===== src/rtl/pipe_stage_reg_pkg.sv =====
// Shared pipeline definitions: MEM/WB field widths, control-bit indices and
// the occupancy encoding used by the pipeline-stage register.
package pipe_stage_reg_pkg;

   localparam int REG_ADDR_W    = 5;
   localparam int XLEN          = 32;

   localparam int CTRL_REGWRITE = 0;
   localparam int CTRL_MEMTOREG = 1;
   localparam int MEMWB_CTRL_W  = 2;

   // mem_data + alu_out + rd
   localparam int MEMWB_PAYLOAD_W = 2 * XLEN + REG_ADDR_W;

   typedef enum logic [1:0] {
      OCC_EMPTY = 2'd0,
      OCC_ONE   = 2'd1,
      OCC_TWO   = 2'd2
   } occ_e;

endpackage


===== src/rtl/pipe_stage_reg_slot.sv =====
// Single pipeline slot: valid + ctrl + data register with load and clear.
// Clear drops valid and ctrl but keeps the payload.
module pipe_slot #(
   parameter int CTRL_W = 2,
   parameter int DATA_W = 69
) (
   input  logic              clk,
   input  logic              rst,
   input  logic              load,
   input  logic              clr,
   input  logic [CTRL_W-1:0] ctrl_in,
   input  logic [DATA_W-1:0] data_in,
   output logic              valid,
   output logic [CTRL_W-1:0] ctrl,
   output logic [DATA_W-1:0] data
);

   logic              valid_q, valid_d;
   logic [CTRL_W-1:0] ctrl_q,  ctrl_d;
   logic [DATA_W-1:0] data_q,  data_d;

   always_comb begin
      valid_d = valid_q;
      ctrl_d  = ctrl_q;
      data_d  = data_q;
      if (clr) begin
         valid_d = 1'b0;
         ctrl_d  = '0;
      end else if (load) begin
         valid_d = 1'b1;
         ctrl_d  = ctrl_in;
         data_d  = data_in;
      end
   end

   always_ff @(posedge clk) begin
      if (rst) begin
         valid_q <= 1'b0;
         ctrl_q  <= '0;
         data_q  <= '0;
      end else begin
         valid_q <= valid_d;
         ctrl_q  <= ctrl_d;
         data_q  <= data_d;
      end
   end

   assign valid = valid_q;
   assign ctrl  = ctrl_q;
   assign data  = data_q;

endmodule


===== src/rtl/pipe_stage_reg.sv =====
// Parametrised pipeline-stage register with valid/ready flow control, flush
// and an optional two-entry skid buffer.
//
//   state     | meaning
//   OCC_EMPTY | no entry held, in_ready=1
//   OCC_ONE   | output slot valid, skid slot empty
//   OCC_TWO   | output and skid slots valid, in_ready=0 (SKID=1 only)
module pipe_stage_reg
   import pipe_stage_reg_pkg::*;
#(
   parameter int DATA_W = MEMWB_PAYLOAD_W,
   parameter int CTRL_W = MEMWB_CTRL_W,
   parameter int SKID   = 1
) (
   input  logic              clk,
   input  logic              rst,
   input  logic              flush,
   input  logic              in_valid,
   output logic              in_ready,
   input  logic [CTRL_W-1:0] in_ctrl,
   input  logic [DATA_W-1:0] in_data,
   output logic              out_valid,
   input  logic              out_ready,
   output logic [CTRL_W-1:0] out_ctrl,
   output logic [DATA_W-1:0] out_data,
   output logic [1:0]        occupancy
);

   occ_e state_q, state_d;
   logic in_ready_q, in_ready_d;
   logic accept, consume;
   logic out_load, out_clr, out_from_skid, skid_load, skid_clr;
   logic              out_v, skid_v;
   logic [CTRL_W-1:0] out_c, skid_c, out_c_in;
   logic [DATA_W-1:0] out_d, skid_d, out_d_in;

   assign in_ready = (SKID != 0) ? in_ready_q : (!out_v || out_ready);
   assign accept   = in_valid && in_ready;
   assign consume  = out_v && out_ready;

   always_comb begin
      state_d       = state_q;
      out_load      = 1'b0;
      out_clr       = 1'b0;
      out_from_skid = 1'b0;
      skid_load     = 1'b0;
      skid_clr      = 1'b0;
      if (flush) begin
         state_d  = OCC_EMPTY;
         out_clr  = 1'b1;
         skid_clr = 1'b1;
      end else begin
         unique case (state_q)
            OCC_EMPTY: begin
               if (accept) begin
                  out_load = 1'b1;
                  state_d  = OCC_ONE;
               end
            end
            OCC_ONE: begin
               // without a skid slot an accept here always coincides with a consume
               if (accept && consume) begin
                  out_load = 1'b1;
               end else if (accept) begin
                  skid_load = 1'b1;
                  state_d   = OCC_TWO;
               end else if (consume) begin
                  out_clr = 1'b1;
                  state_d = OCC_EMPTY;
               end
            end
            OCC_TWO: begin
               if (consume) begin
                  out_load      = 1'b1;
                  out_from_skid = 1'b1;
                  skid_clr      = 1'b1;
                  state_d       = OCC_ONE;
               end
            end
            default: state_d = OCC_EMPTY;
         endcase
      end
      in_ready_d = (state_d != OCC_TWO);
   end

   always_ff @(posedge clk) begin
      if (rst) begin
         state_q    <= OCC_EMPTY;
         in_ready_q <= 1'b1;
      end else begin
         state_q    <= state_d;
         in_ready_q <= in_ready_d;
      end
   end

   assign out_c_in = out_from_skid ? skid_c : in_ctrl;
   assign out_d_in = out_from_skid ? skid_d : in_data;

   pipe_slot #(.CTRL_W(CTRL_W), .DATA_W(DATA_W)) u_out_slot (
      .clk     (clk),
      .rst     (rst),
      .load    (out_load),
      .clr     (out_clr),
      .ctrl_in (out_c_in),
      .data_in (out_d_in),
      .valid   (out_v),
      .ctrl    (out_c),
      .data    (out_d)
   );

   pipe_slot #(.CTRL_W(CTRL_W), .DATA_W(DATA_W)) u_skid_slot (
      .clk     (clk),
      .rst     (rst),
      .load    (skid_load),
      .clr     (skid_clr),
      .ctrl_in (in_ctrl),
      .data_in (in_data),
      .valid   (skid_v),
      .ctrl    (skid_c),
      .data    (skid_d)
   );

   assign out_valid = out_v;
   assign out_ctrl  = out_v ? out_c : '0;
   assign out_data  = out_d;
   assign occupancy = state_q;

   a_occ_legal: assert property (@(posedge clk) disable iff (rst)
      (state_q != 2'd3) && ((SKID != 0) || (state_q != OCC_TWO)));

   a_skid_consistent: assert property (@(posedge clk) disable iff (rst)
      skid_v == (state_q == OCC_TWO));

endmodule


===== config.mk =====
export PLATFORM = sky130hd
export DESIGN_NAME = pipe_stage_reg
export DESIGN_NICKNAME = d
export VERILOG_FILES = /design/src/rtl/pipe_stage_reg_pkg.sv /design/src/rtl/pipe_stage_reg_slot.sv /design/src/rtl/pipe_stage_reg.sv
export SDC_FILE = /design/constraint.sdc
export NUM_CORES = 1
export LEC_CHECK = 0
export CAP_MARGIN = 20
export CORE_ASPECT_RATIO = 0.7
export CORE_UTILIZATION = 25
export CTS_BUF_LIST = sky130_fd_sc_hd__clkbuf_4 sky130_fd_sc_hd__clkbuf_8 sky130_fd_sc_hd__clkbuf_16
export CTS_CLUSTER_DIAMETER = 50
export DETAILED_ROUTE_END_ITERATION = 8
export SETUP_SLACK_MARGIN = 0.05
export SLEW_MARGIN = 5
export SYNTH_ARGS = -nofsm -noshare
export SYNTH_HDL_FRONTEND = slang
export SYNTH_SLANG_ARGS = --single-unit

===== constraint.sdc =====
create_clock -name clk -period 2.7 [get_ports clk]
set_input_delay 0.27 -clock clk [delete_from_list [all_inputs] [get_ports clk]]
set_output_delay 0.27 -clock clk [all_outputs]
set_load 0.05 [all_outputs]

# After elaboration in Yosys (flattened, before gate mapping)
# Index checks and enable logic that the tools add are counted.
dict set report word_totals {
  register_bits 146
  elab_cells 45
  in_bits 76
  output_inout_bits 75
}
dict set report classes {
  bitwise_logic 2
  mux 25
  n_reduce_logical 8
  eq_ne 3
}
# operator n
set op_table {}
lappend op_table {{69-bit 2-to-1 mux} 1}
lappend op_table {{2-bit 2-to-1 mux} 8}
lappend op_table {{1-bit 2-to-1 mux} 14}
lappend op_table {{2-bit case mux with 3 select lines} 1}
lappend op_table {{2-bit AND reduction} 2}
lappend op_table {{2-bit OR reduction} 2}
lappend op_table {{1-bit logical AND} 3}
lappend op_table {{1-bit case mux with 3 select lines} 1}
lappend op_table {{2-bit by 1-bit equality test with 1-bit output, second input constant} 1}
lappend op_table {{2-bit equality test, second input constant} 1}
lappend op_table {{2-bit logical NOT} 1}
lappend op_table {{2-bit inequality test, second input constant} 1}
lappend op_table {{1-bit NOT} 2}

# Longest topological paths before layout
dict set report logic_depth {
  depth_word 8
  ltp_mapped 7
  depth_no_buf 4
}

# Modules after synthesis
# From an unflattened synthesis, not the netlist that was laid out.
dict set report unflattened {
  hier_cells 749
  hier_area_um2 7687.4
}
# mod cells_each seq_area_each_um2 area_per_inst_um2 instances
set modules_own_cells {}
lappend modules_own_cells {pipe_slot 324 1441.4 3291.9 2}
lappend modules_own_cells {pipe_stage_reg 101 60.1 1103.6 1}

# Worst setup path after synthesis
# OpenSTA, ideal clock, no wires.
dict set report synth_timing {
  path_kind {register to register}
  startpoint {register u_out_slot.valid_q, in the netlist u_out_slot.valid}
  endpoint {register u_out_slot.data_q[42], in the netlist u_out_slot.data[42]}
  synth_period_minus_slack_ns 1.926
  arrival_time_ns 1.774
  path_stages_with_launch 6
  setup_slack_ns 0.774
  path_buffers 1
  setup_time_ns 0.152
  required_time_ns 2.548
  cell_sequence {dfxtp_1 -> nand2_2 -> or2_1 -> a31oi_4 -> buf_6 -> a221oi_2}
}
dict set report synth_via {
  elab_chain_len 8
  word_cells_on_any_way 15
  cone_classes {mux: 11; bitwise: 1; reduce/logical: 3}
}
# item line
set synth_lines {}
lappend synth_lines {{start, declared} pipe_stage_reg_slot.sv:18} ;# logic valid_q, valid_d;
lappend synth_lines {{start signal, assigned} pipe_stage_reg_slot.sv:42} ;# valid_q <= valid_d;
lappend synth_lines {{1-bit logical AND (*)} pipe_stage_reg.sv:39} ;# assign consume = out_v && out_ready;
lappend synth_lines {{1-bit 2-to-1 mux} {pipe_stage_reg.sv:67, pipe_stage_reg.sv:73}}
lappend synth_lines {{1-bit 2-to-1 mux} pipe_stage_reg.sv:64} ;# end else if (accept) begin
lappend synth_lines {{1-bit 2-to-1 mux} pipe_stage_reg.sv:62} ;# if (accept && consume) begin
lappend synth_lines {{1-bit 2-to-1 mux} pipe_stage_reg.sv:53} ;# unique case (state_q)
lappend synth_lines {{1-bit 2-to-1 mux} pipe_stage_reg.sv:48} ;# if (flush) begin
lappend synth_lines {{1-bit NOT (no source line)} -}
lappend synth_lines {{2-bit AND reduction (no source line)} -}
lappend synth_lines {{end signal, assigned} pipe_stage_reg_slot.sv:44} ;# data_q <= data_d;
lappend synth_lines {{end, declared} pipe_stage_reg_slot.sv:20} ;# logic [DATA_W-1:0] data_q, data_d;
# Every way passes the cells marked *; elsewhere a longest branch is shown, timed or not.
# A chain may end at the register's enable or synchronous reset.

# Final worst setup path
dict set report layout_timing {
  startpoint {register u_out_slot.valid_q, in the netlist u_out_slot.valid}
  endpoint {output port out_ctrl[1]}
}
dict set report layout_via {
  elab_chain_len 1
}
# item line
set layout_lines {}
lappend layout_lines {{2-bit 2-to-1 mux} pipe_stage_reg.sv:124} ;# assign out_ctrl = out_v ? out_c : '0;
lappend layout_lines {{end, declared} pipe_stage_reg.sv:24} ;# output logic [CTRL_W-1:0] out_ctrl,
# Every way passes these cells.

==> impl_metrics.sql <==
INSERT INTO impl_metrics (metric_group, metric, value, unit) VALUES
('floorplanning', 'core_area', '25100', 'um2'),
('critical_path', 'r2r-end', 'u_out_slot.data[21]', ''),
('timing', 'fin_tns_setup', '0', 'ps'),
('clock_network', 'clock_tree.root_cell', 'clkbuf_16', ''),
('timing', 'final.setup_skew', '7.279', 'ps'),
('yosys', 'synth-compound-area-share', '22.60', '%'),
('finish', 'nets', '865', ''),
('clock_network', 'cts_setup_buffers', '0', ''),
('grt', 'groute.layer.met2.usage', '21.19', '%'),
('timing', 'final_max_slew_viol_count', '0', ''),
('power', 'power.clock.fraction', '42.9', '%'),
('power', 'power_density', '645.5', 'nW/um2'),
('yosys', 'yosys.area_share.simple', '14.91', '%'),
('floorplanning', 'die-area', '26670', 'um2'),
('floorplanning', 'initial_core_utilization', '25.91', '%'),
('grt', 'grt-busiest-layer', 'met2', ''),
('critical_path', 'timing.critical_path.buf_inv', '1', ''),
('clock_network', 'clk_pin_slew_worst_paths', '70', 'ps'),
('floorplanning', 'num_io_pins', '151', ''),
('drt', 'detailed_route_vias_per_instance', '4.645', ''),
('placement', 'globalplace.congestion', '0.7363', ''),
('finish', 'syn2layout_area_growth', '35.86', '%'),
('yosys', 'number_of_instances_in_the_synthesized_netlist', '664', ''),
('power', 'power_switching', '1.610', 'mW'),
('grt', 'first_global_vias', '5057', ''),
('critical_path', 'path_max_fanout', '7', ''),
('grt', 'first_pass_grt_wire_length', '28.35', 'mm'),
('yosys', 'yosys.area_share.adder', '0', '%'),
('grt', 'globalRouteTotalUtil', '13.81', '%'),
('critical_path', 'crit_family', 'buffers and inverters', ''),
('critical_path', 'timing.setup.critical_path_class', 'flop to output port', ''),
('timing', 'timing.final.crit_period', '2255', 'ps'),
('yosys', 'synth_area_per_cell', '9.795', 'um2'),
('clock_network', 'cts_repair_resize_count', '0', ''),
('grt', 'grt.overflow.total', '0', ''),
('yosys', 'synthesis.yosys.warnings', '0', ''),
('floorplanning', 'die_width', '194.8', 'um'),
('drt', 'drtAntennaViolNets', '0', ''),
('min_path', 'min_delay_path_depth', '2', ''),
('finish', 'share_of_post_route_cells_with_drive_strength_above_1', '15.84', '%'),
('finish', 'fin_area', '8836', 'um2'),
('clock_network', 'clock_sink_count', '146', ''),
('finish', 'layout.cells.most_common', 'clkdlybuf4s50_1', ''),
('timing', 'slew-limit-headroom', '52.52', '%'),
('critical_path', 'critical_path.cell_chain', 'and2_1 -> clkdlybuf4s50_1', ''),
('drt', 'detail_route.iter0.violations', '275', ''),
('yosys', 'yosysSeqAreaShare', '44.94', '%'),
('critical_path', 'setup.worst_path.start_class', 'flop', ''),
('drt', 'drt_drc_violations_left', '0', ''),
('critical_path', 'worstPathArrival', '1980', 'ps'),
('grt', 'globalRouteMet3Util', '4.239', '%'),
('grt', 'grt_use_met1', '18.77', '%'),
('critical_path', 'worst_path_max_delay_cell', 'clkdlybuf4s50_1', ''),
('drt', 'dr.pass1.iters', '5', ''),
('placement', 'detailed_place.area', '8233', 'um2'),
('timing', 'setup_viol', '0', ''),
('power', 'power_switching_share', '28.23', '%'),
('placement', 'post-dp-hpwl', '11.49', 'mm'),
('timing', 'timing.final.hold_violations', '0', ''),
('power', 'power.combinational.fraction', '16.6', '%'),
('flow_run', 'drv.max_cap_violation_count', '0', ''),
('clock_network', 'clock_tree.buffer_depth', '2', ''),
('clock_network', 'worstSkewPairLatency', '420', 'ps'),
('clock_network', 'tritoncts', 'done', ''),
('critical_path', 'required', '2430', 'ps'),
('critical_path', 'r2r_start', 'u_out_slot.valid', ''),
('run_status', 'status', 'finished clean', ''),
('critical_path', 'cp_launch_point', 'u_out_slot.valid', ''),
('placement', 'io_buffers', '150', ''),
('min_path', 'timing.hold.worst.start', 'rst', ''),
('floorplanning', 'std_cell_rows', '48', '');
==> stage by stage <==
stage	setup slack (ps)	hold WS, ps	total power [mW]	instances	util, %
6_report	445.1	334.9	5.703	1127	35.20
5_1_grt	366.2	351.3	5.938	1127	35.20
4_1_cts	383.1	317.5	5.797	1127	35.20
3_5_place_dp	472.8	446.5	3.308	1095	32.80
3_3_place_gp	484.4	440.6	3.305	1095	32.80
2_1_floorplan	774.1	403.8	2.940	664	-
==> cell families after synthesis <==
logic type             count (synthesis)
AO/OA/AOI/OAI                        151
AND/OR/NAND/NOR                      233
buffers and inverters                 63
multiplexers                          71
flip-flops                           146
==> per-layer routing <==
metal | wire length [um] | part of all wire (%)
met5 | 0 | 0
met4 | 164 | 0.90
met3 | 1029 | 5.6
met2 | 7963 | 44
met1 | 9083 | 50
==> synthesized netlist by cell type <==
library cell  instances  area share (%)
nand2b_1              1           0.096
mux2i_1              71              11
nand4b_1              1            0.13
o21a_1                2            0.23
o31ai_1               2            0.23
buf_2                10            0.77
nand3_1               3            0.23
nand3b_1              1            0.12
nor3_2                1            0.15
nand2_2               1           0.096
nor2_1               70             4.0
and2_1                3            0.29
buf_12                7             2.2
a221oi_1              1            0.13
a21oi_1              75             5.8
or2_1                 1           0.096
nand4b_4              1            0.37
nor3_4                1            0.25
a221oi_2             68              16
nand4bb_1             1            0.17
a41oi_1               1            0.13
nor2_8                1            0.31
dfxtp_1             146              45
buf_6                 9             1.6
inv_1                 2            0.12
a31oi_4               1            0.33
or2_2                 1           0.096
clkbuf_1             35             2.0
nand2_1             145             8.4
or3_1                 1           0.096
o21ai_0               1           0.077
==> power by group through the flow <==
stage	logic [mW]	clock network [mW]	registers, mW
after CTS	0.957	2.53	2.31
after detailed placement	0.953	0	2.36
final	0.948	2.45	2.31
after global placement	0.948	0	2.36
after floorplan	0.322	0	2.62
after global routing	1.00	2.62	2.32
==> sequential cells by signal, indices dropped and copies added (netlist names) <==
| name | flops |
|---|---|
| u_out_slot.data | 69 |
| in_ready | 1 |
| u_skid_slot.ctrl | 2 |
| u_out_slot.valid | 1 |
| u_out_slot.ctrl | 2 |
| u_skid_slot.data | 69 |
| occupancy | 2 |
==> area by class of cell <==
cell class | count | area [um2]
multi-input combinational | 455 | 3166
clock inverter | 13 | 162.7
timing repair buffer | 167 | 1730
tap | 325 | 406.6
clock buffer | 19 | 440.4
inverter | 2 | 7.507
fill | 2500 | 16270
sequential | 146 | 2923
==> worst reg2reg max path, stage by stage, from the launching register on <==
cell and delay, ps:
dfxtp_1 520, nand4b_4 240, nor2_8 160, buf_4 400, mux2i_1 370, a221oi_2 100
==> worst max-delay path by stage <==
stage                                      to  cells after the start  slack (ps)
final                             out_ctrl[1]                      2         450
after global routing              out_ctrl[1]                      2         370
after CTS                         out_ctrl[1]                      2         380
after detailed placement  u_out_slot.data[21]                      6         470
after global placement    u_out_slot.data[21]                      6         480
after floorplan           u_out_slot.data[42]                      5         770
(Power assumes the default switching activity.)
==> RTL edit (same settings) <==
`data_q` no longer has a reset.
--- a/src/rtl/pipe_stage_reg_slot.sv
+++ b/src/rtl/pipe_stage_reg_slot.sv
@@ -37,12 +37,14 @@
       if (rst) begin
          valid_q <= 1'b0;
          ctrl_q  <= '0;
-         data_q  <= '0;
       end else begin
          valid_q <= valid_d;
          ctrl_q  <= ctrl_d;
-         data_q  <= data_d;
       end
+   end
+
+   always_ff @(posedge clk) begin
+      data_q <= data_d;
    end
 
    assign valid = valid_q;
Check against the original RTL: differs if rst is asserted again (counterexample within 4 cycles, from zero or initial values and one cycle with rst high); with rst held inactive, the same outputs for 4 cycles.
==> RTL edit against the unedited design <==
- synthesized area decreased by 17%
- sequential cell count unchanged
- fmax increased by 9.3%
- cell area decreased by 11%
- wire length decreased by 39%
- total power decreased by 10%
- sequential power increased by 12%
- largest power group is now registers
- worst setup slack improved by 190 ps
- combinational power decreased by 46%
- register-to-register slack improved by 110 ps
- critical endpoint unchanged
- first-iteration DRC count decreased by 54%
- die area decreased by 17%
==> RTL edit: results (changes against the unedited design) <==
filler cell count in the final layout 1922 (-23%); sequential-to-total area share from yosys stat 79.61% (+35 points); total routing resource utilization after global routing 10.25% (-3.6 points); top cells by area, synth edfxtp_1 77%, mux2_2 14%, dfxtp_1 3.0%, buf_4 0.83%, mux2i_1 0.74%; worst min path class in2reg; Crit path largest cell delay 800 ps (-20 ps); clock skew 6.685 ps (-0.5940 ps); count of distinct cell types in the synthesized netlist 24 (-23%); share of cell area taken by multi-input logic gates 13.25% (-23 points); first-pass GRT wire length 17260 µm (-39%); start point of the critical path u_out_slot.valid; Total Routed Length 11080 µm (-39%); run status finished, final reports clean; Hold Path Origin in_data[4]; Post-layout nets 504 (-42%); number of synthesized flops with an enable pin 138 (+138); routed vias 2954 (-44%); share of post-route cells with drive strength above 1 25.45% (+9.6 points); Die Span X 177.8 µm (-8.7%); count of cells along the worst register-to-register path 4 (-1); largest net degree at the start of global routing 40 (-44%); most instantiated flip-flop cell in the synthesis netlist edfxtp_1; final weighted congestion in routability-driven placement 0.8026 (+9.0%); number of global-route vias before repair 3158 (-38%); number of buffers between clock root and the deepest sink 2 (unchanged); initial DRC count 127 (-54%); placed cell areas 7326 µm² (-11%); detailed-router iteration count before antenna repair 4 (-1); number of non-clock inverters in the layout 4 (+2); sequential portion of the cell area 54.97% (+22 points); Clock Root Buffer clkbuf_16; multi-input combinational cell count 102 (-78%); Worst Path Max Fanout 8 (+1); end point of the most critical hold path u_skid_slot.data[4]; count of buffers not belonging to the clock network in the layout 157 (-6.0%); maximum vdd drop 348.9 µV (-16%); Signal buf overhead 20.63% (+1.0 points); static leakage 2.598 nW (-7.1%); initial antenna violation count 0 (unchanged); Worst Hold Path Cells 1 (-1); antenna viol nets, final 0 (unchanged); diode count 0 (unchanged); top cells by instance count after synthesis 138 x edfxtp_1, 69 x mux2_2, 8 x dfxtp_1, 6 x buf_4, 5 x nand2_1; transition time at the pin with the least slew margin 562.1 ps (-150.0 ps); end of the worst register-to-register path u_out_slot.data[20]
## RTL edit: cell count changes after synthesis, moves of 66 or more
| cell | delta |
|---|---|
| a21oi_1 | -74 |
| a221oi_2 | -67 |
| dfxtp_1 | -138 |
| edfxtp_1 | +138 |
| mux2_2 | +69 |
| mux2i_1 | -67 |
| nand2_1 | -140 |
| nor2_1 | -66 |
## RTL edit: kinds of logic (layout without fill, tap and decap cells)
family	Yosys count	count (layout)	synth area share [%]
AOI/OAI and AO/OA	8	8	1.227
buffers and inverters	11	192	1.319
DFF	146	146	79.61
muxes	73	73	15.11
and+or+nand+nor	21	21	2.731
## RTL edit: per-stage QoR
step | hold slack, ps | util (%) | power [mW] | cells | setup WS (ps)
3_5_place_dp | 478.9 | 34.93 | 3.142 | 685 | 402.9
5_1_grt | 425.1 | 37.35 | 5.313 | 716 | 575.1
2_1_floorplan | 368.9 | - | 2.884 | 259 | 70.16
3_3_place_gp | 465.6 | 34.93 | 3.134 | 685 | 461.0
4_1_cts | 417.9 | 37.35 | 5.202 | 716 | 603.0
6_report | 436.7 | 37.35 | 5.131 | 716 | 636.6
## RTL edit: power by group
part | internal [mW] | total (mW) | switching (mW) | leakage (nW)
registers | 2.56 | 2.58 | 0.0222 | 1.33
logic | 0.226 | 0.512 | 0.286 | 1.01
clock network | 1.17 | 2.04 | 0.867 | 0.254
total | 3.96 | 5.13 | 1.18 | 2.60
## RTL edit: per-layer routing
| layer | track usage (%) | vias up | routed length [µm] |
|---|---|---|---|
| met5 | 0 | - | 0 |
| met4 | 3.670 | 0 | 123 |
| met3 | 4.440 | 11 | 823 |
| met2 | 15.03 | 109 | 4929 |
| met1 | 13.37 | 1464 | 5202 |
| li1 | - | 1370 | - |
